**config.mk**
```make
export PLATFORM = sky130hd
export DESIGN_NAME = common_split_buffer2
export DESIGN_NICKNAME = d
export VERILOG_FILES = /design/src/rtl/common_split_buffer2.sv
export SDC_FILE = /design/constraint.sdc
export NUM_CORES = 1
export LEC_CHECK = 0
export CAP_MARGIN = 15
export CORE_UTILIZATION = 57
export CTS_CLUSTER_DIAMETER = 40
export DETAILED_ROUTE_END_ITERATION = 10
export HOLD_SLACK_MARGIN = 0.1
export PLACE_DENSITY = 0.87
export REMOVE_ABC_BUFFERS = 1
export SLEW_MARGIN = 10
export SYNTH_ARGS = -nofsm -noshare
export SYNTH_HDL_FRONTEND = slang
export SYNTH_HIERARCHICAL = 1
export SYNTH_SLANG_ARGS = --single-unit
```
**constraint.sdc**
```tcl
create_clock -name clk -period 4.4 [get_ports clk]
set_clock_uncertainty 0.1 [all_clocks]
set_input_delay 0.44 -clock clk [delete_from_list [all_inputs] [get_ports clk]]
set_output_delay 0.44 -clock clk [all_outputs]
set_load 0.05 [all_outputs]
```
**src/rtl/common_split_buffer2.sv**
```systemverilog
// Two-way dispatch buffer: one valid/ready input is steered per beat into one of two
// independent 2-entry lane FIFOs. Optional broadcast: define COMMON_SPLIT_BUFFER2_BROADCAST_EN.

module common_split_buffer2_lane #(
    parameter int W = 32
) (
    input  logic         clk,
    input  logic         resetn,
    input  logic         push_i,
    input  logic         pop_rdy_i,
    input  logic [W-1:0] data_i,
    output logic         pushable_o,
    output logic         valid_o,
    output logic [W-1:0] data_o
);
    logic [1:0]        cnt_q, cnt_d;
    logic              wptr_q, rptr_q;
    logic [1:0][W-1:0] mem_q;
    logic              pop;

    assign pushable_o = (cnt_q != 2'd2);
    assign valid_o    = (cnt_q != 2'd0);
    assign data_o     = mem_q[rptr_q];
    assign pop        = valid_o && pop_rdy_i;
    // push_i is already gated by pushable_o upstream, so count stays within 0..2
    assign cnt_d      = cnt_q + {1'b0, push_i} - {1'b0, pop};

    always_ff @(posedge clk or negedge resetn) begin
        if (!resetn) begin
            cnt_q  <= '0;
            wptr_q <= 1'b0;
            rptr_q <= 1'b0;
            mem_q  <= '0;
        end else begin
            cnt_q <= cnt_d;
            if (push_i) begin
                mem_q[wptr_q] <= data_i;
                wptr_q        <= ~wptr_q;
            end
            if (pop) rptr_q <= ~rptr_q;
        end
    end
endmodule

module common_split_buffer2 #(
    parameter int BUFFER_WIDTH = 32
) (
    input  logic                    clk,
    input  logic                    resetn,
    input  logic [BUFFER_WIDTH-1:0] prev_i_data,
    input  logic                    prev_i_sel,
    input  logic                    prev_i_bcast,
    input  logic                    prev_i_valid,
    output logic                    prev_o_ready,
    output logic [BUFFER_WIDTH-1:0] next0_o_data,
    output logic                    next0_o_valid,
    input  logic                    next0_i_ready,
    output logic [BUFFER_WIDTH-1:0] next1_o_data,
    output logic                    next1_o_valid,
    input  logic                    next1_i_ready
);
    localparam int NUM_LANES = 2;

    logic [NUM_LANES-1:0]                   push, pushable, valid, rdy;
    logic [NUM_LANES-1:0][BUFFER_WIDTH-1:0] data;
    logic                                   accept;

    assign accept = prev_i_valid && prev_o_ready;

`ifdef COMMON_SPLIT_BUFFER2_BROADCAST_EN
    // Broadcast needs room in both lanes since the beat lands in each
    assign prev_o_ready = prev_i_bcast ? (pushable[0] && pushable[1]) : pushable[prev_i_sel];
    assign push[0]      = accept && (prev_i_bcast || !prev_i_sel);
    assign push[1]      = accept && (prev_i_bcast ||  prev_i_sel);
`else
    logic unused_bcast;
    assign unused_bcast = prev_i_bcast;
    assign prev_o_ready = pushable[prev_i_sel];
    assign push[0]      = accept && !prev_i_sel;
    assign push[1]      = accept &&  prev_i_sel;
`endif

    assign rdy = {next1_i_ready, next0_i_ready};

    for (genvar g = 0; g < NUM_LANES; g++) begin : g_lane
        common_split_buffer2_lane #(.W(BUFFER_WIDTH)) u_lane (
            .clk        (clk),
            .resetn     (resetn),
            .push_i     (push[g]),
            .pop_rdy_i  (rdy[g]),
            .data_i     (prev_i_data),
            .pushable_o (pushable[g]),
            .valid_o    (valid[g]),
            .data_o     (data[g])
        );
    end

    assign next0_o_valid = valid[0];
    assign next1_o_valid = valid[1];
    assign next0_o_data  = data[0];
    assign next1_o_data  = data[1];
endmodule

```
==> flow_summary_export.csv <==
group,metric,value,unit
setup_path,cp.arrival,2770,ps
synth,ys_top_cells_by_count,"mux2_2 (176), dfrtp_1 (136), mux2_4 (17)",
routing,detailedRoute.firstIterationViolations,85,
global_routing,grt_pass1_wl,19800,um
sta,hold_violations,0,
setup_path,timing.critical_path.fanout_max,18,
synth,async_reset_ff_frac,1.00,
final_layout,final.fill_count,640,
synth,leading_cell_type_by_number_of_instances_after_synthesis,"mux2_2",
clock_tree,cts_htree_levels,4,
global_routing,grt_antenna_before_repair,0,
setup_path,crit_path_max_incr_delay,920,ps
status,run_status,"complete, no violations",
floorplan,die_width,105,um
setup_path,cp_cell_sequence,"buf_12 > mux2_2 > clkdlybuf4s50_1",
routing,average_wire_length_per_cell_after_detail_routing,19.3,um
routing,drt_drc_violations_left,0,
sta,setup_tns,0,ps
clock_tree,clock_path_buffers,2,
floorplan,std_cell_rows,37,
synth,synth-seq-cells,136,
sta,clock.fmax,302,MHz
setup_path,crit_path_top_delay_cell,"dfrtp_1",
sta,worstMarginPinSlew,961,ps
final_layout,post-route-util,0.757,
global_routing,congestion_overflow_gr,0,
synth,ys_top_cells_by_area,"dfrtp_1 (57%), mux2_2 (33%), mux2_4 (4.2%)",
floorplan,dieArea,11000,sq um
global_routing,maximum_number_of_pins_on_one_net_before_global_route_repair,68,
placement,place_hpwl,7850,um
routing,firstDrtPassIters,4,
final_layout,diodes,0,
clock_tree,cts.repair.resized,0,
setup_path,setup.worst_path.end_class,"output pin",
synth,synth_top_area_frac,0.566,
clock_tree,number_of_buffers_created_by_cts,17,
synth,dominantRegCellSynth,"dfrtp_1",
clock_tree,clock_latency,510,ps
setup_path,timing.critical_path.required,3860,ps
global_routing,grt_pass1_vias,3851,
run,max_cap_violations,0,
clock_tree,clock_pin_slew_on_the_worst_setup_and_hold_paths,60,ps
setup_path,critPathLaunchType,"register",
synth,post_synth.cell_area_avg,15.9,sq um
setup_path,worstRegToRegCells,6,
sta,maxSlewHeadroom,0.357,
floorplan,placeableCoreArea,10300,sq um
synth,synthesis.instances,379,
clock_tree,root_buffer_cell,"clkbuf_8",
sta,setup-violations-final,0,
synth,post_synth_instance_area,6020,sq um
final_layout,drive_gt1_frac,0.478,
synth,synth_seq_area_share,0.566,
synth,number_of_enable_type_register_cells_in_the_synthesized_netlist,0,
floorplan,die_height,105,um
clock_tree,tritoncts_clock_tree,"built",
sta,number_of_pins_exceeding_their_max_slew_limit_in_the_final_report,0,
min_path,hold_path_class,"reg2reg",
routing,vias,3480,
routing,wirelength,12300,um
sta,rsz0062_at_grt,"no",
routing,drtAntennaViolNets,0,
clock_tree,tritoncts_num_sinks,136,
floorplan,io_pins,106,
synth,distinct_cell_type_count_of_the_synthesized_netlist,16,
clock_tree,post_cts.repair.setup_buffers,0,
clock_tree,holdBufCountCts,1,
min_path,min_delay_path_depth,1,
placement,finalWeightedCongestion,0.679,
sta,finalCriticalPeriod,3310,ps
synth,netlist.top_cell.by_area,"dfrtp_1",
final_layout,num-nets-final,533,
floorplan,initial_utilization,0.585,
routing,detail_route.vias_per_cell,5.45,
sta,final_min_period_over_clock_period,0.753,
global_routing,groute.usage.overall,0.240,
setup_path,crit_type,"reg2out",
final_layout,synthToLayoutAreaGrowth,29.3,%
synth,synth.yosys.warnings,6,
placement,io_buffers,104,
## critical path: cells and delay by family (launching register included)
family                 cells  cell delay, ps
DFF                        1             920
buffers and inverters      2             980
muxes                      1             360
## layer usage
metal	up-vias	track usage	share of wire	wire, um
li1	1564	-	-	-
met1	1822	0.304	0.44	5410
met5	-	0	0	0
met2	81	0.408	0.51	6280
met3	13	0.0474	0.037	450
met4	0	0.0926	0.013	166
## per-stage QoR
stage,cells,instance area [sq um],hold slack [ps],setup slack (ps)
after floorplan,357,5850,44.4,1370
after global placement,606,7170,381,1640
after detailed placement,606,7170,388,1620
after CTS,638,7780,401,1070
after global routing,638,7780,410,1020
final,638,7780,400,1090
## logic make-up (layout without fill, tap and decap cells)
| logic type | Yosys count | after routing | share of synthesized area |
|---|---|---|---|
| buf+inv | 26 | 149 | 0.0304 |
| fa+ha+maj | 4 | 4 | 0.00832 |
| mux | 193 | 193 | 0.372 |
| simple gates | 10 | 10 | 0.00957 |
| flops | 136 | 136 | 0.566 |
| xor+xnor | 8 | 8 | 0.0116 |
| compound gates | 2 | 2 | 0.00250 |
## cell usage in the layout (no fill, tap or decap)
cell             instances
buf_12                   2
bufinv_16                3
xnor2_1                  4
clkinv_2                 4
clkdlybuf4s50_1        103
buf_4                    8
xor2_1                   4
o21a_1                   2
nor2b_4                  2
dfrtp_1                136
and3_2                   1
nand2_1                  3
mux2_4                  17
ha_1                     4
and3b_2                  1
clkinvlp_4               1
clkbuf_16               16
clkbuf_1                 1
nand2_2                  1
clkbuf_8                 6
mux2_2                 176
dlygate4sd3_1            1
inv_1                    4
or2_2                    2
## worst paths after layout
path                                                 start                          to  slack (ps)
min in group asynchronous                           resetn  g_lane[0].u_lane/mem_q[35]         490
max in group asynchronous                           resetn  g_lane[1].u_lane/mem_q[20]        2710
worst min register to register  g_lane[1].u_lane/mem_q[34]  g_lane[1].u_lane/mem_q[34]         400
worst max-delay path               g_lane[1].u_lane/rptr_q            next1_o_data[24]        1090
worst min-delay path            g_lane[1].u_lane/mem_q[34]  g_lane[1].u_lane/mem_q[34]         400
worst max register to register   g_lane[1].u_lane/cnt_q[0]   g_lane[1].u_lane/mem_q[2]        2080
## registers in the layout (all words and copies together), names as in the netlist
signal,flops
g_lane.u_lane/rptr_q,2
g_lane.u_lane/wptr_q,2
g_lane.u_lane/cnt_q,4
g_lane.u_lane/mem_q,128
## layout make-up
class | count | area, sq um | area share
Clock buffer | 23 | 487 | 0.0626
Inverter | 4 | 15.0 | 0.00193
Sequential cell | 136 | 3400 | 0.437
Multi-Input combinational cell | 217 | 2450 | 0.315
Timing Repair Buffer | 114 | 1140 | 0.147
Tap cell | 136 | 170 | 0.0219
Clock inverter | 8 | 118 | 0.0151
Power is not shown: default switching activity piles up to over one toggle a cycle in this logic, so the estimate is an artifact.
